==> src/rtl/alu_pkg.sv <==
// Shared types for the binary-op ALU sequencer.
// Unit codes, operand width and FSM state encoding.
package alu_pkg;

  localparam int ALU_W = 16;

  typedef logic [3:0] alu_unit_t;

  localparam alu_unit_t ALU_OR = 4'd10;

  typedef enum logic [1:0] {
    ST_IDLE,
    ST_SETTLE,
    ST_STROBE,
    ST_RESP
  } binop_seq_state_t;

endpackage

==> src/rtl/alu_binop_sequencer_if.sv <==
// Request/response handshake bundle of the sequencer.
// master = microcode side, slave = sequencer.
interface alu_binop_sequencer_if;
  import alu_pkg::*;

  logic             req_valid;
  logic             req_ready;
  alu_unit_t        req_op;
  logic [ALU_W-1:0] req_a;
  logic [ALU_W-1:0] req_b;
  logic             req_fl;
  logic             rsp_valid;
  logic             rsp_ready;
  logic [ALU_W-1:0] rsp_y;
  logic             rsp_v;
  logic             rsp_fltadd;
  logic             busy;

  modport master (
    output req_valid, req_op, req_a,
    output req_b, req_fl, rsp_ready,
    input  req_ready, rsp_valid, rsp_y,
    input  rsp_v, rsp_fltadd, busy
  );

  modport slave (
    input  req_valid, req_op, req_a,
    input  req_b, req_fl, rsp_ready,
    output req_ready, rsp_valid, rsp_y,
    output rsp_v, rsp_fltadd, busy
  );

endinterface

==> src/rtl/alu_seq_timer.sv <==
// Loadable down-counter with zero flag.
// Shared between the settle and strobe phases.
module alu_seq_timer #(
  parameter int W = 1
) (
  input  logic         clk,
  input  logic         rst_n,
  input  logic         load,
  input  logic         dec,
  input  logic [W-1:0] val,
  output logic         zero
);

  logic [W-1:0] cnt;

  // load wins over decrement; saturate at zero
  always_ff @(posedge clk or negedge rst_n) begin
    if (!rst_n) begin
      cnt <= '0;
    end else if (load) begin
      cnt <= val;
    end else if (dec && cnt != '0) begin
      cnt <= cnt - 1'b1;
    end
  end

  assign zero = (cnt == '0);

endmodule

==> src/rtl/alu_binop_sequencer.sv <==
// Initiator for the binary-op ALU: holds operands,
// strobes the output enable and returns the result.
module alu_binop_sequencer
  import alu_pkg::*;
#(
  parameter int SETTLE_CYCLES = 1,
  parameter int NBOE_CYCLES   = 1
) (
  input  logic                 clk3,
  input  logic                 nreset,
  alu_binop_sequencer_if.slave bus,
  output logic [ALU_W-1:0]     alu_ac,
  output logic [ALU_W-1:0]     alu_b,
  output alu_unit_t            alu_runit,
  output logic                 alu_fl,
  output logic                 alu_nboe,
  input  logic [ALU_W-1:0]     alu_y,
  input  logic                 alu_fv,
  input  logic                 alu_nfltadd
);

  localparam int MAXC =
    (SETTLE_CYCLES > NBOE_CYCLES) ?
    SETTLE_CYCLES : NBOE_CYCLES;
  localparam int TW = $clog2(MAXC + 1);

  localparam logic [TW-1:0] SET_LD =
    TW'(SETTLE_CYCLES - 1);
  localparam logic [TW-1:0] NB_LD =
    TW'(NBOE_CYCLES - 1);

  binop_seq_state_t state;
  binop_seq_state_t nxt;

  logic          accept;
  logic          capture;
  logic          t_load;
  logic          t_dec;
  logic          t_zero;
  logic [TW-1:0] t_val;

  assign accept  = bus.req_valid & bus.req_ready;
  assign capture = (state == ST_STROBE) & t_zero;

  alu_seq_timer #(
    .W (TW)
  ) u_timer (
    .clk   (clk3),
    .rst_n (nreset),
    .load  (t_load),
    .dec   (t_dec),
    .val   (t_val),
    .zero  (t_zero)
  );

  // state register
  always_ff @(posedge clk3 or negedge nreset) begin
    if (!nreset) begin
      state <= ST_IDLE;
    end else begin
      state <= nxt;
    end
  end

  // next-state logic
  always_comb begin
    nxt = state;
    unique case (state)
      ST_IDLE:   if (accept) nxt = ST_SETTLE;
      ST_SETTLE: if (t_zero) nxt = ST_STROBE;
      ST_STROBE: if (t_zero) nxt = ST_RESP;
      ST_RESP:   if (bus.rsp_ready) nxt = ST_IDLE;
      default:   nxt = ST_IDLE;
    endcase
  end

  // state decodes: handshake status and timer control
  always_comb begin
    bus.req_ready = 1'b0;
    bus.busy      = 1'b1;
    t_load        = 1'b0;
    t_dec         = 1'b0;
    t_val         = NB_LD;
    unique case (1'b1)
      state == ST_IDLE: begin
        bus.req_ready = 1'b1;
        bus.busy      = 1'b0;
        t_load        = accept;
        t_val         = SET_LD;
      end
      state == ST_SETTLE: begin
        t_load = t_zero;
        t_dec  = 1'b1;
      end
      state == ST_STROBE: begin
        t_dec = 1'b1;
      end
      default: begin
      end
    endcase
  end

  // registered strobe, response and operand latches
  always_ff @(posedge clk3 or negedge nreset) begin
    if (!nreset) begin
      alu_nboe       <= 1'b1;
      bus.rsp_valid  <= 1'b0;
      bus.rsp_y      <= '0;
      bus.rsp_v      <= 1'b0;
      bus.rsp_fltadd <= 1'b0;
      alu_ac         <= '0;
      alu_b          <= '0;
      alu_runit      <= '0;
      alu_fl         <= 1'b0;
    end else begin
      alu_nboe      <= (nxt != ST_STROBE);
      bus.rsp_valid <= (nxt == ST_RESP);
      if (accept) begin
        alu_ac    <= bus.req_a;
        alu_b     <= bus.req_b;
        alu_runit <= bus.req_op;
        alu_fl    <= bus.req_fl;
      end
      if (capture) begin
        bus.rsp_y      <= alu_y;
        bus.rsp_v      <= alu_fv;
        bus.rsp_fltadd <= ~alu_nfltadd;
      end
    end
  end

endmodule
==> src/flat_wrapper.sv <==
// flat-port wrapper written by rule: the top's interface ports become plain ports
module alu_binop_sequencer_flat import alu_pkg::*;
#(
  parameter int SETTLE_CYCLES = 1,
  parameter int NBOE_CYCLES   = 1
)
  (clk3, nreset, alu_ac, alu_b, alu_runit, alu_fl, alu_nboe, alu_y, alu_fv, alu_nfltadd, bus_req_valid, bus_req_op, bus_req_a, bus_req_b, bus_req_fl, bus_rsp_ready, bus_req_ready, bus_rsp_valid, bus_rsp_y, bus_rsp_v, bus_rsp_fltadd, bus_busy);
  alu_binop_sequencer_if bus_i ();
  input  logic clk3;
  input  logic nreset;
  output logic [ALU_W-1:0] alu_ac;
  output logic [ALU_W-1:0] alu_b;
  output alu_unit_t alu_runit;
  output logic alu_fl;
  output logic alu_nboe;
  input  logic [ALU_W-1:0] alu_y;
  input  logic alu_fv;
  input  logic alu_nfltadd;
  input wire logic [$bits(bus_i.req_valid)-1:0] bus_req_valid;
  input wire logic [$bits(bus_i.req_op)-1:0] bus_req_op;
  input wire logic [$bits(bus_i.req_a)-1:0] bus_req_a;
  input wire logic [$bits(bus_i.req_b)-1:0] bus_req_b;
  input wire logic [$bits(bus_i.req_fl)-1:0] bus_req_fl;
  input wire logic [$bits(bus_i.rsp_ready)-1:0] bus_rsp_ready;
  output wire logic [$bits(bus_i.req_ready)-1:0] bus_req_ready;
  output wire logic [$bits(bus_i.rsp_valid)-1:0] bus_rsp_valid;
  output wire logic [$bits(bus_i.rsp_y)-1:0] bus_rsp_y;
  output wire logic [$bits(bus_i.rsp_v)-1:0] bus_rsp_v;
  output wire logic [$bits(bus_i.rsp_fltadd)-1:0] bus_rsp_fltadd;
  output wire logic [$bits(bus_i.busy)-1:0] bus_busy;
  assign bus_i.req_valid = bus_req_valid;
  assign bus_i.req_op = bus_req_op;
  assign bus_i.req_a = bus_req_a;
  assign bus_i.req_b = bus_req_b;
  assign bus_i.req_fl = bus_req_fl;
  assign bus_i.rsp_ready = bus_rsp_ready;
  assign bus_req_ready = bus_i.req_ready;
  assign bus_rsp_valid = bus_i.rsp_valid;
  assign bus_rsp_y = bus_i.rsp_y;
  assign bus_rsp_v = bus_i.rsp_v;
  assign bus_rsp_fltadd = bus_i.rsp_fltadd;
  assign bus_busy = bus_i.busy;
  alu_binop_sequencer #(.SETTLE_CYCLES(SETTLE_CYCLES), .NBOE_CYCLES(NBOE_CYCLES)) u_core (.clk3(clk3), .nreset(nreset), .bus(bus_i), .alu_ac(alu_ac), .alu_b(alu_b), .alu_runit(alu_runit), .alu_fl(alu_fl), .alu_nboe(alu_nboe), .alu_y(alu_y), .alu_fv(alu_fv), .alu_nfltadd(alu_nfltadd));
endmodule
==> config.mk <==
export PLATFORM = sky130hd
export DESIGN_NAME = alu_binop_sequencer_flat
export DESIGN_NICKNAME = d
export VERILOG_FILES = /design/src/rtl/alu_pkg.sv /design/src/rtl/alu_binop_sequencer_if.sv /design/src/rtl/alu_seq_timer.sv /design/src/rtl/alu_binop_sequencer.sv /design/src/flat_wrapper.sv
export SDC_FILE = /design/constraint.sdc
export NUM_CORES = 1
export LEC_CHECK = 0
export ABC_AREA = 1
export CORE_AREA = 5 5 81 83
export CTS_CLUSTER_SIZE = 12
export DETAILED_ROUTE_END_ITERATION = 10
export DIE_AREA = 0 0 86 88
export GPL_ROUTABILITY_DRIVEN = 1
export GPL_TIMING_DRIVEN = 0
export HOLD_SLACK_MARGIN = 0.06
export PLACE_DENSITY = 0.91
export SETUP_SLACK_MARGIN = 0.1
export SYNTH_ARGS = -nofsm -noshare
export SYNTH_HDL_FRONTEND = slang
export SYNTH_SLANG_ARGS = --single-unit
==> constraint.sdc <==
create_clock -name clk3 -period 2.5 [get_ports clk3]
set_clock_uncertainty 0.2 [all_clocks]
set_input_delay 0.5 -clock clk3 [delete_from_list [all_inputs] [get_ports clk3]]
set_output_delay 0.5 -clock clk3 [all_outputs]
set_load 0.05 [all_outputs]
# After elaboration in Yosys (flattened, before gate mapping)
# Index checks and enable logic that the tools add are counted.
classes:
  add_sub_neg: 1
  eq_ne: 5
  muxes: 11
  n_bitwise: 4
  n_reduce_logical: 4
ops:
  columns: ["cell", "count"]
  rows:
  - ["two-way mux 2 bit", 4]
  - ["one-hot mux 2 bit (4 select lines)", 1]
  - ["equality test 2 bit (second input constant)", 3]
  - ["two-way mux 1 bit", 5]
  - ["AND 1 bit", 2]
  - ["equality test 2 x 1 -> 1 bit (second input constant)", 1]
  - ["zero test 2 bit", 1]
  - ["inequality test 2 bit (second input constant)", 1]
  - ["inverter 1 bit", 2]
  - ["one-hot mux 1 bit (2 select lines)", 1]
  - ["nonzero test 2 bit", 1]
  - ["OR reduction 2 bit", 1]
  - ["logical AND 1 bit", 1]
  - ["subtractor 1 bit (second input constant)", 1]
totals:
  ff_bits: 60
  in_bits: 59
  output_inout_bits: 59
  elab_cells: 36

# Longest topological paths before layout
# Gate-level depths: netlist of run 1.
depth:
  ltp_word: 6
  ltp_mapped: 10
  mapped_depth_nobuf: 10

# Hierarchy
# A second synthesis of run 1 with hierarchy kept.
unflattened:
  hier_cells: 248
  hier_area_um2: 2501.1
modules_own_cells:
  columns: ["mod", "n_inst", "cells_each", "area_each_um2", "seq_area_each_um2"]
  rows:
  - ["alu_binop_sequencer", 1, 241, 2452.4, 1477.7]
  - ["alu_seq_timer", 1, 7, 48.8, 25.0]

# Worst setup path before layout of run 1
# No wires, ideal clock.
synth_timing:
  path_type: "flip-flop to output port"
  startpoint: "reg u_core.state[0]"
  endpoint: "out bus_busy"
  arrival_time_ns: 1.378
  t_required_ns: 1.800
  slack_ns: 0.422
  stages_incl_launch_ff: 4
  path_buffers: 0
  cell_sequence: "dfrtp_1 > inv_1 > ha_1 > inv_1"
synth_via:
  elab_chain_cells: 2
synth_lines:
  columns: ["element", "line", "text"]
  rows:
  - ["from (decl)", "alu_binop_sequencer.sv:32", "binop_seq_state_t state;"]
  - ["from (signal assigned)", "alu_binop_sequencer.sv:61", "state <= nxt;"]
  - ["zero test 2 bit", "alu_binop_sequencer.sv:85", "state == ST_IDLE: begin"]
  - ["two-way mux 1 bit", "alu_binop_sequencer.sv:84", "unique case (1'b1)"]
  - ["to (decl)", "flat_wrapper.sv:30", "output wire logic [$bits(bus_i.busy)-1:0] bus_busy;"]
# Every way passes these cells.

# Worst setup path after layout of run 1
layout_timing:
  startpoint: "reg u_core.alu_nboe"
  endpoint: "out alu_nboe"
layout_rtl:
  columns: ["element", "line", "text"]
  rows:
  - ["from (decl)", "alu_binop_sequencer.sv:16", "output logic alu_nboe,"]
  - ["from (signal assigned)", "alu_binop_sequencer.sv:116", "alu_nboe <= (nxt != ST_STROBE);"]
  - ["to (decl)", "flat_wrapper.sv:15", "output logic alu_nboe;"]
# No word-level cell between the ends.

==> results of run 1 <==
-- cell type report --
| cell class | count | area, um^2 | share of cell area [%] |
|---|---|---|---|
| well taps | 75 | 93.8 | 2.39 |
| flip-flops and latches | 60 | 1500 | 38.3 |
| clock inverters | 4 | 70.1 | 1.79 |
| inverters | 11 | 41.3 | 1.05 |
| repair buffers | 119 | 1190 | 30.2 |
| clock buffers | 12 | 165 | 4.21 |
| multi-input cells | 158 | 810 | 20.6 |
| plain buffers | 9 | 53.8 | 1.37 |
-- flip-flops by register name, indices dropped and copies added (netlist names) --
| signal | count |
|---|---|
| u_core.bus.rsp_y | 16 |
| u_core.alu_b | 16 |
| u_core.state | 2 |
| u_core.alu_fl | 1 |
| u_core.alu_nboe | 1 |
| u_core.alu_ac | 16 |
| u_core.bus.rsp_valid | 1 |
| u_core.bus.rsp_v | 1 |
| u_core.alu_runit | 4 |
| u_core.bus.rsp_fltadd | 1 |
| u_core.u_timer.cnt | 1 |
-- metal layers --
metal | global-route usage (%) | vias up | part of all wire [%]
met1 | 20.0 | 971 | 38
li1 | - | 988 | -
met4 | 9.64 | 0 | 2.6
met2 | 31.7 | 79 | 52
met3 | 5.74 | 15 | 7.3
met5 | 0 | - | 0
-- synth_stat cells --
library cell	n	area, um^2
sky130_fd_sc_hd__nand2_1	129	484
sky130_fd_sc_hd__dfrtp_1	59	1480
sky130_fd_sc_hd__inv_1	10	37.5
sky130_fd_sc_hd__mux2_2	9	101
sky130_fd_sc_hd__mux2_4	8	120
sky130_fd_sc_hd__ha_1	5	62.6
sky130_fd_sc_hd__buf_2	4	20.0
sky130_fd_sc_hd__nand3_1	4	20.0
sky130_fd_sc_hd__buf_4	2	15.0
sky130_fd_sc_hd__clkbuf_1	2	7.51
sky130_fd_sc_hd__buf_6	1	11.3
sky130_fd_sc_hd__dfstp_2	1	26.3
sky130_fd_sc_hd__inv_2	1	3.75
sky130_fd_sc_hd__nand2_4	1	11.3
sky130_fd_sc_hd__nor3_1	1	5.00
sky130_fd_sc_hd__o21ai_0	1	5.00
-- worst max path at each step --
stage	startpoint	end	slack (ns)	depth (start not counted)
floorplan	u_core.state[0]$_DFF_PN0_	bus_busy	0.42	3
global placement	nreset	u_core.bus.rsp_y[14]$_DFFE_PN0P_	-1.10	1
detailed placement	u_core.state[0]$_DFF_PN0_	bus_busy	0.18	4
CTS	u_core.state[0]$_DFF_PN0_	bus_busy	0.09	4
global route	u_core.alu_nboe$_DFF_PN1_	alu_nboe	0.12	1
finish	u_core.alu_nboe$_DFF_PN1_	alu_nboe	0.17	1
-- stage by stage --
stage	setup TNS (ns)	setup WS (ns)	cells	instance area [um^2]	power, mW
after floorplan	0	0.422	238	2410	4.15
after global placement	-65.40	-1.10	430	3670	5.36
after detailed placement	0	0.180	431	3690	5.47
after CTS	0	0.0943	448	3930	6.48
after global routing	0	0.124	448	3920	6.74
final	0	0.171	448	3920	6.42
-- kinds of logic (layout without fill, tap and decap cells) --
family                   after synthesis  after routing
multiplexers                          17             17
flip-flops                            60             60
buffers and inverters                 20            155
adder cells (fa/ha/maj)                5              5
AO/OA/AOI/OAI                          1              1
AND/OR/NAND/NOR                      135            135
-- power by group --
| group | internal, mW | switching (mW) |
|---|---|---|
| combinational | 1.27 | 2.44 |
| sequential | 1.44 | 0.260 |
| clock | 0.640 | 0.369 |
| total | 3.35 | 3.07 |
-- repair_timing --
item / in CTS / in global routing
setup endpoints to repair: 2 / 2
hold buffers: 1 / 0
gates resized for setup: 2 / 4
endpoints found under the hold margin: 22 / 0
setup buffers: 0 / 0
-- worst register-to-register path: cells and delay by family (launching register included) --
| kind | cells | cell delay (ns) |
|---|---|---|
| buffers and inverters | 3 | 0.64 |
| flip-flops | 1 | 0.42 |
| AND/OR/NAND/NOR | 3 | 0.31 |
| adder cells (fa/ha/maj) | 1 | 0.26 |
==> impl_metrics.csv, run 1 <==
group,metric,value,unit
status,outcome,"completed",
clocking,clock_tree.buffer_depth,2,
worst_setup_path,worstSetupPathType,"reg -> out",
global_routing,grt_pass1_wl,10600,um
floorplan,io_pins,118,
synth,synthMuxAreaShare,9.20,%
worst_setup_path,cp.required,1.80,ns
run,cap_viol_max_count,0,
worst_setup_path,timing.critical_path.cells,"clkdlybuf4s50_1",
timing,maxClockFrequency,429,MHz
drt,route.antenna.remaining_nets,0,
worst_setup_path,critical-path-max-stage-delay,0.79,ns
floorplan,floorplan.die_area,0.00757,mm^2
floorplan,floorplan.initialDensity,41.6,%
worst_setup_path,cp-end-kind,"output pin",
clocking,cts.clk_slew.worst_paths,0.07,ns
synth,net_count_synth,302,
synth,postSynthRegisterBits,60,
timing,relative_slew_slack,63.2,%
synth,synthSimpleGateAreaFrac,21.6,%
floorplan,rows,28,
drt,route.detailed.drc,0,
worst_hold_path,worst_hold_path.endpoint,"u_core.alu_ac[9]$_DFFE_PN0P_",
drt,wl_per_cell,14.6,um
drt,avgViaCountPerCell,4.58,
synth,synthAdderAreaFrac,2.60,%
clocking,clockRootBuffer,"sky130_fd_sc_hd__clkbuf_8",
worst_setup_path,worst_r2r_path_depth,7,
floorplan,die_height,88,um
final_layout,final_util,67.9,%
worst_setup_path,regToRegEndpoint,"u_core.alu_b[15]$_DFFE_PN0P_",
global_routing,grt_use_total,18.2,%
timing,final.period_utilization,93.2,%
worst_setup_path,critPathMaxFanout,1,
synth,synth_xor_area_share,0,%
drt,drtIter0Drc,58,
worst_setup_path,arrival_time_at_the_worst_endpoint,1.63,ns
power_and_ir_drop,power_per_cell_area,1640,mW/mm^2
drt,number_of_optimization_iterations_in_the_first_detailed_route_pass,4,
timing,final_max_slew_viol_count,0,
drt,num_vias,2053,
timing,setup_repair_after_global_routing_missed_its_margin,"false",
timing,final.hold.worst_slack,0.280,ns
clocking,cts_htree_levels,3,
floorplan,die_w,86,um
timing,final_hold_violation_count,0,
placed_design,port_buffers,117,
synth,post_synth_instance_area,0.00241,mm^2
worst_hold_path,min-delay-path-class,"reg -> reg",
global_routing,antenna_violations_before_repair,0,
drt,wl,6520,um
placed_design,finalWeightedCongestion,0.750,
worst_hold_path,min_from,"u_core.alu_ac[9]$_DFFE_PN0P_",
synth,netlist_instances,238,
timing,worst_max_slew_pin_slew,0.553,ns
global_routing,gr-total-overflow,0,
synth,synthesis.area_per_instance,10.1,um^2
worst_setup_path,critical_path.reg2reg.startpoint,"u_core.state[0]$_DFF_PN0_",
final_layout,drive_above_1_share,12.6,%
final_layout,layout_common_cells,"sky130_fd_sc_hd__nand2_1 (129), sky130_fd_sc_hd__clkdlybuf4s50_1 (114), sky130_fd_sc_hd__dfrtp_1 (59)",
clocking,clkLatencyLatePin,0.33,ns
worst_hold_path,timing.hold.worst_path_depth,2,
clocking,clock-sinks,60,
final_layout,layout.nets,432,
final_layout,nFillCells,447,
synth,synth_top_family_by_area,"simple AND/OR/NAND/NOR gates",
worst_setup_path,cpLargestDelayFamily,"buffers and inverters",
worst_setup_path,reg2reg_setup_slack,0.61,ns
worst_setup_path,worstSetupStartpointType,"register",
clocking,tritoncts_clock_tree,"done",
synth,ys.warnings.count,0,
timing,setup_viol,0,
final_layout,number_of_diodes,0,
clocking,tritoncts.num_buffers,9,
final_layout,area_delta_synth_final,62.9,%
placed_design,post-dp-hpwl,5010,um
power_and_ir_drop,vdd_ir_drop_max,0.882,mV
worst_setup_path,cp_slowest_cell,"sky130_fd_sc_hd__clkdlybuf4s50_1",
global_routing,grt_max_degree,38,
timing,min_period,2.33,ns
synth,synth-seq-area-share,62.4,%
global_routing,grt_pass1_vias,2253,
worst_setup_path,cp_num_buf_inv,1,
final_layout,most_common_cell_after_layout_fill_and_taps_aside,"sky130_fd_sc_hd__nand2_1",
synth,netlist-cell-type-count,16,
floorplan,core_area,0.00578,mm^2
power_and_ir_drop,power_leakage,1.93,nW
synth,synth_compound_area_share,0.208,%
Note: power is estimated with default switching activity, not from simulation.
==> inputs of run 2 (changes only) <==
- ABC_AREA: 1 -> 0
- CORE_AREA: 5 5 81 83 -> 5 5 80 82
- DIE_AREA: 0 0 86 88 -> 0 0 85 87
- PLACE_DENSITY: 0.91 -> 0.92
==> run 2 against run 1 <==
Against the previous run:
- global-route usage shrank 2.4 points
- sequential share of layout area is 0.86 points higher
- largest cell class unchanged
- core utilization is 0.26 points lower
- final area is 2.2% lower
- wire length down 14%
- non-clock buffer count fell by 1
- worst hold slack got worse by 0.0032 ns
- synthesized area decreased by 2.4%
- critical path depth unchanged
- critical endpoint unchanged
- first-iteration DRC count shrank 22%
- die area is 2.3% lower
==> impl_metrics.csv, run 2 <==
group,metric,value,unit
clocking,clkLatencyLatePin,0.31,ns
final_layout,layout.nets,377,
worst_setup_path,critical-path-max-stage-delay,0.79,ns
synth,netlist-cell-type-count,22,
timing,final_hold_violation_count,0,
timing,worst_max_slew_pin_slew,0.682,ns
final_layout,most_common_cell_after_layout_fill_and_taps_aside,"sky130_fd_sc_hd__clkdlybuf4s50_1",
placed_design,post-dp-hpwl,4340,um
global_routing,global_route.usage.met1,19.0,%
clocking,clock_tree.buffer_depth,2,
drt,number_of_optimization_iterations_in_the_first_detailed_route_pass,6,
worst_setup_path,arrival_time_at_the_worst_endpoint,1.62,ns
synth,net_count_synth,247,
worst_setup_path,cp.required,1.80,ns
worst_setup_path,cp_slowest_cell,"sky130_fd_sc_hd__clkdlybuf4s50_1",
drt,route.antenna.remaining_nets,0,
synth,yosys.cell_count.top_type,"sky130_fd_sc_hd__dfrtp_1",
placed_design,port_buffers,117,
clocking,setup_fix_buffers_added_after_clock_tree_synthesis,0,
drt,drtIter0Drc,45,
synth,synthesis.area_per_instance,12.8,um^2
clocking,tritoncts_clock_tree,"done",
timing,final_max_slew_viol_count,0,
synth,ys_async_sr_fraction,100,%
final_layout,number_of_diodes,0,
drt,wl,5610,um
run,cap_viol_max_count,0,
worst_setup_path,timing.critical_path.cells,"clkdlybuf4s50_1",
global_routing,grt_pass1_vias,1922,
global_routing,grt_use_total,15.8,%
worst_setup_path,cp-end-kind,"output pin",
timing,final.period_utilization,92.7,%
global_routing,grt.busiest_layer,"met2",
drt,route.detailed.drc,0,
synth,synth_edf_count,0,
final_layout,finalInstanceArea,0.00384,mm^2
final_layout,largestRegisters,"u_core.alu_ac: 16 flops, u_core.alu_b: 16 flops, u_core.bus.rsp_y: 16 flops",
synth,postSynthRegisterBits,60,
floorplan,die_height,87,um
placed_design,dp_cells,376,
worst_setup_path,worstSetupStartpointType,"register",
global_routing,grt_pass1_wl,9130,um
worst_setup_path,worstSetupPathType,"reg -> out",
timing,min_period,2.32,ns
global_routing,global_route.usage.met2,26.9,%
synth,synth-seq-area-share,64.0,%
floorplan,rows,28,
worst_setup_path,cp_num_buf_inv,1,
timing,setup_total_negative_slack,0,ns
synth,netlist_instances,183,
worst_setup_path,cpLargestDelayFamily,"buffers and inverters",
global_routing,antenna_violations_before_repair,0,
floorplan,core_area,0.00568,mm^2
clocking,cts.clk_slew.worst_paths,0.06,ns
clocking,clockRootBuffer,"sky130_fd_sc_hd__clkbuf_8",
synth,yosysTopAreaCell,"sky130_fd_sc_hd__dfrtp_1",
placed_design,dpl-instance-area,0.00363,mm^2
final_layout,fin_cells,393,
drt,num_vias,1789,
global_routing,gr-total-overflow,0,
timing,setup_repair_after_global_routing_missed_its_margin,"false",
synth,post_synth_instance_area,0.00235,mm^2
floorplan,die_w,85,um
timing,relative_slew_slack,54.6,%
drt,avgViaCountPerCell,4.55,
synth,yosys.area.top_type_share,62.9,%
synth,ys_top_cells_by_area,"sky130_fd_sc_hd__dfrtp_1 (63%), sky130_fd_sc_hd__mux2_2 (18%), sky130_fd_sc_hd__nand2_1 (8.6%), sky130_fd_sc_hd__ha_1 (2.7%), sky130_fd_sc_hd__buf_2 (1.3%)",
global_routing,gr-usage-met3,4.54,%
timing,setup_viol,0,
final_layout,nFillCells,428,
worst_setup_path,critPathMaxFanout,1,
timing,maxClockFrequency,432,MHz
final_layout,area_delta_synth_final,63.3,%
status,outcome,"completed",
floorplan,io_pins,118,
final_layout,layout_common_cells,"sky130_fd_sc_hd__clkdlybuf4s50_1 (114), sky130_fd_sc_hd__dfrtp_1 (59), sky130_fd_sc_hd__nand2_1 (54)",
synth,ys.warnings.count,0,
floorplan,floorplan.initialDensity,41.4,%
synth,leading_cell_types_by_count_after_synthesis,"sky130_fd_sc_hd__dfrtp_1 (59), sky130_fd_sc_hd__nand2_1 (54), sky130_fd_sc_hd__mux2_2 (37)",
worst_hold_path,min-delay-path-class,"reg -> reg",
clocking,cts_htree_levels,3,
drt,wl_per_cell,14.3,um
placed_design,finalWeightedCongestion,0.748,
clocking,clock-sinks,60,
floorplan,floorplan.die_area,0.00740,mm^2
final_layout,drive_above_1_share,20.1,%
global_routing,grt_max_degree,33,
synth,dominantRegCellSynth,"sky130_fd_sc_hd__dfrtp_1",
clocking,tritoncts.num_buffers,9,
==> run 2: cell count changes after synthesis, moves of 2 or more <==
cell,before,now
sky130_fd_sc_hd__buf_2,4,6
sky130_fd_sc_hd__clkbuf_1,2,0
sky130_fd_sc_hd__inv_1,10,3
sky130_fd_sc_hd__mux2_2,9,37
sky130_fd_sc_hd__mux2_4,8,0
sky130_fd_sc_hd__nand2_1,129,54
sky130_fd_sc_hd__nand3_1,4,1
sky130_fd_sc_hd__nor2b_1,0,2
sky130_fd_sc_hd__or2_1,0,2
==> run 2: kinds of logic (layout without fill, tap and decap cells) <==
family / Yosys count / after routing / share of synthesized area (%)
buffers and inverters: 11 / 146 / 2.40
muxes: 37 / 37 / 17.7
AOI/OAI and AO/OA: 6 / 6 / 1.97
adders and majority gates: 5 / 5 / 2.66
DFF: 60 / 60 / 64.0
and+or+nand+nor: 64 / 64 / 11.2
==> run 2: per-layer routing <==
metal,wire (um),vias to the layer above
met5,0,-
met1,2290,845
met4,83,0
li1,-,863
met2,2830,71
met3,408,10
==> run 2: per-stage QoR <==
stage | setup slack [ns] | hold WS (ns) | utilization, %
after floorplan | 0.434 | 0.00441 | -
after global placement | -1.16 | 0.259 | 63.7
after detailed placement | 0.190 | 0.261 | 63.9
after CTS | 0.119 | 0.277 | 67.6
after global routing | 0.102 | 0.297 | 67.6
final | 0.183 | 0.276 | 67.6
==> run 2: final cells by class <==
type | instances | area [um^2] | share of cell area [%]
clock inverters | 4 | 47.5 | 1.24
plain buffers | 8 | 45.0 | 1.17
well taps | 75 | 93.8 | 2.45
flip-flops and latches | 60 | 1500 | 39.2
inverters | 3 | 11.3 | 0.294
clock buffers | 12 | 155 | 4.04
multi-input cells | 112 | 790 | 20.6
repair buffers | 119 | 1190 | 31.1
==> run 2: final timing paths <==
path | start | endpoint | slack, ns | cells past startpoint
max in group asynchronous | nreset | u_core.alu_nboe$_DFF_PN1_ | 0.86 | 3
setup / recovery | u_core.alu_nboe$_DFF_PN1_ | alu_nboe | 0.18 | 1
hold reg to reg | u_core.bus.rsp_y[5]$_DFFE_PN0P_ | u_core.bus.rsp_y[5]$_DFFE_PN0P_ | 0.28 | 2
min in group asynchronous | nreset | u_core.alu_ac[15]$_DFFE_PN0P_ | 0.56 | 2
hold / removal | u_core.bus.rsp_y[5]$_DFFE_PN0P_ | u_core.bus.rsp_y[5]$_DFFE_PN0P_ | 0.28 | 2
setup reg to reg | u_core.state[0]$_DFF_PN0_ | u_core.alu_b[12]$_DFFE_PN0P_ | 0.50 | 6
==> run 2: what timing repair did <==
action	in CTS	in global routing
gates resized for setup	2	3
endpoints found under the setup margin	2	2
hold buffers	1	0
hold endpoints to repair	28	0
gates cloned	0	0
Power of run 2 is left out: the tool's default activity adds up to more than one toggle a clock period on the data nets, which glitch-free logic cannot reach.
==> inputs of run 3 (changes only) <==
- CORE_AREA: 5 5 80 82 -> 10 10 85 87
- DIE_AREA: 0 0 85 87 -> 0 0 95 97
==> run 3 against run 2 <==
Against the previous run:
- critical endpoint unchanged
- first-iteration DRC count grew 8.9%
- count of clock-buffer cells in the layout unchanged
- via count is 0.73% lower
- critical path type unchanged
- wire length rose by 16%
==> impl_metrics.csv, run 3 (same netlist as run 2, synthesis figures left out) <==
group,metric,value,unit
status,outcome,"completed",
clocking,tritoncts_clock_tree,"done",
final_layout,layout.nets,377,
worst_setup_path,worstSetupPathType,"reg -> out",
global_routing,grt_max_degree,39,
worst_setup_path,worstSetupStartpointType,"register",
global_routing,grt_pass1_wl,10300,um
drt,number_of_optimization_iterations_in_the_first_detailed_route_pass,4,
worst_setup_path,critPathMaxFanout,1,
timing,final_hold_violation_count,0,
worst_setup_path,critical-path-max-stage-delay,0.79,ns
final_layout,number_of_diodes,0,
final_layout,fin_cells,388,
drt,route.detailed.drc,0,
final_layout,layout_common_cells,"sky130_fd_sc_hd__clkdlybuf4s50_1 (114), sky130_fd_sc_hd__dfrtp_1 (59), sky130_fd_sc_hd__nand2_1 (54)",
drt,route.antenna.remaining_nets,0,
final_layout,drive_above_1_share,19.9,%
timing,final_max_slew_viol_count,0,
final_layout,most_common_cell_after_layout_fill_and_taps_aside,"sky130_fd_sc_hd__clkdlybuf4s50_1",
clocking,clockRootBuffer,"sky130_fd_sc_hd__clkbuf_8",
placed_design,dp_cells,373,
drt,num_vias,1776,
final_layout,final_util,69.7,%
timing,final.period_utilization,92.9,%
clocking,tritoncts.num_buffers,9,
floorplan,io_pins,118,
global_routing,antenna_violations_before_repair,0,
worst_setup_path,arrival_time_at_the_worst_endpoint,1.62,ns
final_layout,multi_input_area,790,um^2
clocking,setup_fix_buffers_added_after_clock_tree_synthesis,0,
placed_design,post-dp-hpwl,5080,um
final_layout,area_delta_synth_final,62.4,%
floorplan,die_w,95,um
floorplan,floorplan.die_area,0.00922,mm^2
timing,worst_max_slew_pin_slew,0.547,ns
worst_setup_path,cp_slowest_cell,"sky130_fd_sc_hd__clkdlybuf4s50_1",
timing,min_period,2.32,ns
worst_setup_path,cp.required,1.80,ns
timing,relative_slew_slack,63.6,%
drt,wl,6490,um
floorplan,floorplan.initialDensity,42.9,%
drt,drtIter0Drc,49,
placed_design,port_buffers,117,
worst_setup_path,cp-end-kind,"output pin",
global_routing,grt_pass1_vias,1960,
clocking,cts.clk_slew.worst_paths,0.06,ns
final_layout,layout.area.seq,0.00150,mm^2
floorplan,core_area,0.00547,mm^2
clocking,clock-sinks,60,
clocking,cts_htree_levels,3,
clocking,clkLatencyLatePin,0.32,ns
placed_design,finalWeightedCongestion,0.804,
drt,avgViaCountPerCell,4.58,
run,cap_viol_max_count,0,
drt,wl_per_cell,16.7,um
global_routing,gr-total-overflow,0,
worst_setup_path,cp_num_buf_inv,1,
final_layout,largestRegisters,"u_core.alu_ac: 16 flops, u_core.alu_b: 16 flops, u_core.bus.rsp_y: 16 flops",
global_routing,grt_use_total,14.3,%
worst_setup_path,timing.critical_path.cells,"clkdlybuf4s50_1",
clocking,clock_tree.buffer_depth,2,
worst_hold_path,min-delay-path-class,"reg -> reg",
timing,setup_repair_after_global_routing_missed_its_margin,"false",
timing,maxClockFrequency,431,MHz
final_layout,nFillCells,407,
timing,setup_viol,0,
worst_setup_path,cpLargestDelayFamily,"buffers and inverters",
floorplan,die_height,97,um
floorplan,rows,27,
run 3: per-layer routing:
metal / part of all wire, % / GRT usage (%) / vias to the layer above
met1: 39 / 15.7 / 833
li1: - / - / 860
met3: 11 / 6.48 / 9
met2: 49 / 23.4 / 74
met5: 0 / 0 / -
met4: 1.3 / 5.49 / 0
run 3: path summary, 6_finish.rpt:
check | slack, ns | start | cells past startpoint | end
setup reg to reg | 0.51 | u_core.state[0]$_DFF_PN0_ | 6 | u_core.alu_ac[4]$_DFFE_PN0P_
setup / recovery | 0.18 | u_core.alu_nboe$_DFF_PN1_ | 1 | alu_nboe
hold / removal | 0.27 | u_core.bus.rsp_y[9]$_DFFE_PN0P_ | 2 | u_core.bus.rsp_y[9]$_DFFE_PN0P_
max in group asynchronous | 0.94 | nreset | 3 | u_core.alu_nboe$_DFF_PN1_
min in group asynchronous | 0.50 | nreset | 2 | u_core.alu_ac[6]$_DFFE_PN0P_
hold reg to reg | 0.27 | u_core.bus.rsp_y[9]$_DFFE_PN0P_ | 2 | u_core.bus.rsp_y[9]$_DFFE_PN0P_
run 3: what timing repair did:
action / in CTS / in global routing
hold buffers: 1 / 0
hold endpoints to repair: 22 / 0
endpoints found under the setup margin: 2 / 2
resized for setup: 2 / 4
run 3: layout make-up:
type | count | area share, %
clock inverters | 2 | 0.918
inverters | 3 | 0.295
well taps | 72 | 2.36
repair buffers | 119 | 31.1
flip-flops and latches | 60 | 39.4
plain buffers | 8 | 1.18
clock buffers | 12 | 4.07
multi-input cells | 112 | 20.7
run 3: per-stage QoR:
stage	setup WS, ns	cell area (um^2)	TNS, ns	hold slack, ns
CTS	0.0928	3820	0	0.277
floorplan	0.434	2350	0	0.00441
detailed placement	0.173	3620	0	0.261
finish	0.178	3810	0	0.271
global route	0.135	3810	0	0.304
global placement	-1.13	3610	-66.87	0.257
Power of run 3 is left out for the same reason.
==> RTL edit 1: new RTL, flow settings as in run 2 <==
The 4 states of `binop_seq_state_t` get a one-hot encoding in 4 bits.
--- a/src/rtl/alu_pkg.sv
+++ b/src/rtl/alu_pkg.sv
@@ -9,9 +9,9 @@
   localparam alu_unit_t ALU_OR = 4'd10;
 
-  typedef enum logic [1:0] {
-    ST_IDLE,
-    ST_SETTLE,
-    ST_STROBE,
-    ST_RESP
+  typedef enum logic [3:0] {
+    ST_IDLE   = 4'b0001,
+    ST_SETTLE = 4'b0010,
+    ST_STROBE = 4'b0100,
+    ST_RESP   = 4'b1000
   } binop_seq_state_t;
 
Function: no difference found for any inputs over 10 cycles, from zero or initial values and one cycle with nreset low; not proved beyond that.
==> RTL edit 1 against run 2 <==
  * Critical path depth rose by 2
  * Sequential cell count rose by 2
  * Synthesized cell count fell by 17%
  * Worst setup slack improved by 92 ps
  * Synthesized area rose by 4.0%
  * First-iteration DRC count rose by 64%
  * Final cell count fell by 7.9%
  * Design area rose by 2.9%
  * Maximum frequency rose by 4.2%
  * Wire length rose by 1.3%
  * Sequential share of layout area rose by 0.21 points
  * Critical endpoint is now bus_req_ready
==> RTL edit 1: results <==
export IMPL_status="complete, no violations"
export IMPL_nets=341
export IMPL_relSlewSlack_pct=50.4
export IMPL_final_util_pct=69.5
export IMPL_critPathTopFamily="flip-flops"
export IMPL_synth_commonest_cells="60 x dfrtp_1, 46 x mux2_2, 8 x mux2_4"
export IMPL_grt_pass1_wl_um=9040
export IMPL_place_area_sq_um=3730
export IMPL_wl_um=5690
export IMPL_worstHoldPathCells=1
export IMPL_whs_ps=304
export IMPL_r2r_start="u_core.state[0]"
export IMPL_crit_fanout=10
export IMPL_worstSetupEndpoint="bus_req_ready"
export IMPL_min_to="u_core.alu_ac[8]"
export IMPL_place_gp_congestion=0.720
export IMPL_slowest_stage="dfstp_2"
export IMPL_first_iter_violations=74
export IMPL_placed_cells=345
export IMPL_slowest_delay_ps=530
export IMPL_pre_cts_ws_ps=53.9
export IMPL_dp_hpwl_um=4370
export IMPL_r2r_slack_ps=520
export IMPL_synth_seq_area_share_pct=63.6
export IMPL_grt_pass1_vias=1840
export IMPL_holdCritStartpoint="u_core.alu_ac[8]"
export IMPL_grt_total_usage_pct=15.8
export IMPL_syn_nets=211
export IMPL_dr_pass1_iters=4
export IMPL_critPathLaunch="u_core.state[0]"
export IMPL_layout_drive_gt1_share_pct=29.6
export IMPL_final_cells=362
export IMPL_critPathArrivalTime_ps=1520
export IMPL_synth_distinct_cells=24
export IMPL_synth_area_leaders="dfrtp_1 61%, mux2_2 21%, mux2_4 4.9%"
export IMPL_routed_via_density=4.69
[RTL edit 1: cell type report]
class / instances / area (sq um)
Sequential cell: 62 / 1550
Inverter: 2 / 7.51
Fill cell: 439 / 1730
Clock inverter: 4 / 70.1
Tap cell: 75 / 93.8
Timing Repair Buffer: 119 / 1190
Multi-Input combinational cell: 79 / 812
Buffer: 9 / 75.1
Clock buffer: 12 / 145
[RTL edit 1: logic make-up (layout without fill, tap and decap cells)]
kind of cell | Yosys count | after routing | share of synthesized area, %
compound gates | 7 | 7 | 2.15
xor+xnor | 1 | 1 | 0.359
buf+inv | 11 | 146 | 3.12
flops | 62 | 62 | 63.6
mux | 55 | 55 | 26.5
simple gates | 16 | 16 | 4.20
[RTL edit 1: metal layers]
metal | global-route usage, % | vias to the layer above | share of wire [%]
li1 | - | 793 | -
met1 | 17.9 | 821 | 39
met2 | 26.7 | 70 | 51
met3 | 5.58 | 13 | 7.1
met4 | 7.48 | 0 | 2.2
met5 | 0 | - | 0
==> RTL edit 2: new RTL, flow settings as in run 2 <==
Without the edit above. Set the package constant `ALU_W` to 18 (it was 16).
--- a/src/rtl/alu_pkg.sv
+++ b/src/rtl/alu_pkg.sv
@@ -3,5 +3,5 @@
 package alu_pkg;
 
-  localparam int ALU_W = 16;
+  localparam int ALU_W = 18;
 
   typedef logic [3:0] alu_unit_t;
Ports: changed (6 resized); port bits go from 118 to 130. The function was not compared with the original's and may differ.
==> RTL edit 2 against run 2 <==
  * Synthesized area grew 9.0%
  * Worst setup slack lost 19 ps
  * Critical path type unchanged
  * First-iteration DRC count shrank 36%
  * Critical path depth is the same
  * Final cell count grew 6.6%
  * Core utilization grew 4.8 points
  * Non-clock buffer count grew 10
  * Design area grew 7.1%
  * Wire length grew 10%
  * Register-to-register slack gained 90 ps
  * Sequential cell count grew 6
Power is left out: the tool's default activity adds up to more than one toggle a clock period on the data nets, which glitch-free logic cannot reach.
==> RTL edit 2: results <==
export IMPL_antenna_found_initial=0
export IMPL_fillCellCount=413
export IMPL_place_port_buffers=129
export IMPL_ys_warnings_count=0
export IMPL_synth_area_leaders="dfrtp_1 64%, mux2_2 18%, nand2_1 8.8%"
export IMPL_first_iter_violations=29
export IMPL_grt_pass1_wl_um=10500
export IMPL_status="complete, no violations"
export IMPL_num_vias=1948
export IMPL_clock_path_buffers=2
export IMPL_slowest_stage="clkdlybuf4s50_1"
export IMPL_syn_nets=269
export IMPL_synth_xor_area_share_pct=0
export IMPL_relSlewSlack_pct=45.4
export IMPL_diodes=0
export IMPL_clock_latency_ps=320
export IMPL_dr_pass1_iters=3
export IMPL_critPathTopFamily="buffers and inverters"
export IMPL_critPathArrivalTime_ps=1640
export IMPL_cts_setup_buffers=0
export IMPL_ctsResizeCount=2
export IMPL_placed_cells=403
export IMPL_wl_um=6170
export IMPL_synthMuxAreaShare_pct=18.0
export IMPL_synth_distinct_cells=22
export IMPL_cts_clk_slew_worst_paths_ps=70
export IMPL_layout_drive_gt1_share_pct=18.3
export IMPL_hp_class="in -> async"
export IMPL_avgSynthCellArea_sq_um=12.9
export IMPL_grt_total_usage_pct=18.0
export IMPL_synth_seq_area_share_pct=64.6
export IMPL_synth_commonest_cells="65 x dfrtp_1, 60 x nand2_1, 41 x mux2_2"
export IMPL_synth_async_reset_ratio_pct=100
export IMPL_htreeDepth=3
export IMPL_synth_flop_cell="dfrtp_1"
export IMPL_nets=409
export IMPL_crit_fanout=1
export IMPL_top_regs="u_core.alu_ac (18), u_core.alu_b (18), u_core.bus.rsp_y (18)"
export IMPL_grt_pass1_vias=2200
export IMPL_cts_inserted_buffers=9
export IMPL_yosys_area_share_adder_pct=2.44
export IMPL_cts_root_buf="clkbuf_8"
export IMPL_place_gp_congestion=0.723
export IMPL_wl_per_cell_um=14.7
export IMPL_synth_compound_area_share_pct=1.81
export IMPL_slowest_delay_ps=800
export IMPL_dp_hpwl_um=4800
export IMPL_grt_max_degree=67
==> RTL edit 2: cell count changes in the layout (fill, tap and decap cells not counted), sizes merged <==
cell | before | now
clkinvlp | 1 | 0
buf | 10 | 7
clkdlybuf4s15 | 1 | 0
dlygate4sd3 | 1 | 0
dfrtp | 59 | 65
clkbuf | 13 | 17
mux2 | 37 | 41
nand2 | 54 | 60
clkdlybuf4s50 | 114 | 126
==> RTL edit 2: routing by layer <==
layer	track usage (%)	vias up	share of wire [%]
li1	-	932	-
met1	20.7	938	38
met2	30.8	72	52
met3	6.43	6	8.9
met4	6.62	0	1.1
met5	0	-	0
==> RTL edit 2: layout make-up <==
| class | instances | area [sq um] | area share [%] |
|---|---|---|---|
| Timing Repair Buffer | 129 | 1280 | 31.1 |
| Tap cell | 75 | 93.8 | 2.28 |
| Buffer | 8 | 37.5 | 0.913 |
| Clock buffer | 13 | 139 | 3.38 |
| Inverter | 3 | 11.3 | 0.274 |
| Multi-Input combinational cell | 122 | 857 | 20.9 |
| Sequential cell | 66 | 1650 | 40.2 |
| Clock inverter | 3 | 40.0 | 0.974 |
==> RTL edit 2: through the flow <==
| step | area (sq um) | hold WS, ps | setup WS, ps | utilization [%] |
|---|---|---|---|---|
| finish | 4110 | 57.3 | 164 | 72.4 |
| detailed placement | 3940 | 261 | 188 | 69.4 |
| CTS | 4120 | 85.6 | 96.4 | 72.6 |
| floorplan | 2560 | 4.41 | 437 | - |
| global placement | 3940 | 258 | -1430 | 69.5 |
| global route | 4110 | 125 | 113 | 72.4 |
==> RTL edit 2: kinds of logic after synthesis <==
group / Yosys count
AOI/OAI and AO/OA: 6
adders and majority gates: 5
buffers and inverters: 11
DFF: 66
muxes: 41
and+or+nand+nor: 70
==> RTL edit 2: final timing paths <==
check | startpoint | endpoint | slack, ps | cells past startpoint
min in group clk3 | u_core.bus.rsp_y[10] | u_core.bus.rsp_y[10] | 270 | 2
max | u_core.alu_nboe | alu_nboe | 160 | 1
max reg2reg | u_core.state[0] | u_core.alu_b[3] | 590 | 5
max in group asynchronous | nreset | u_core.bus.rsp_fltadd | 1480 | 1
min reg2reg | u_core.bus.rsp_y[10] | u_core.bus.rsp_y[10] | 270 | 2
min | nreset | u_core.bus.rsp_y[9] | 60 | 1
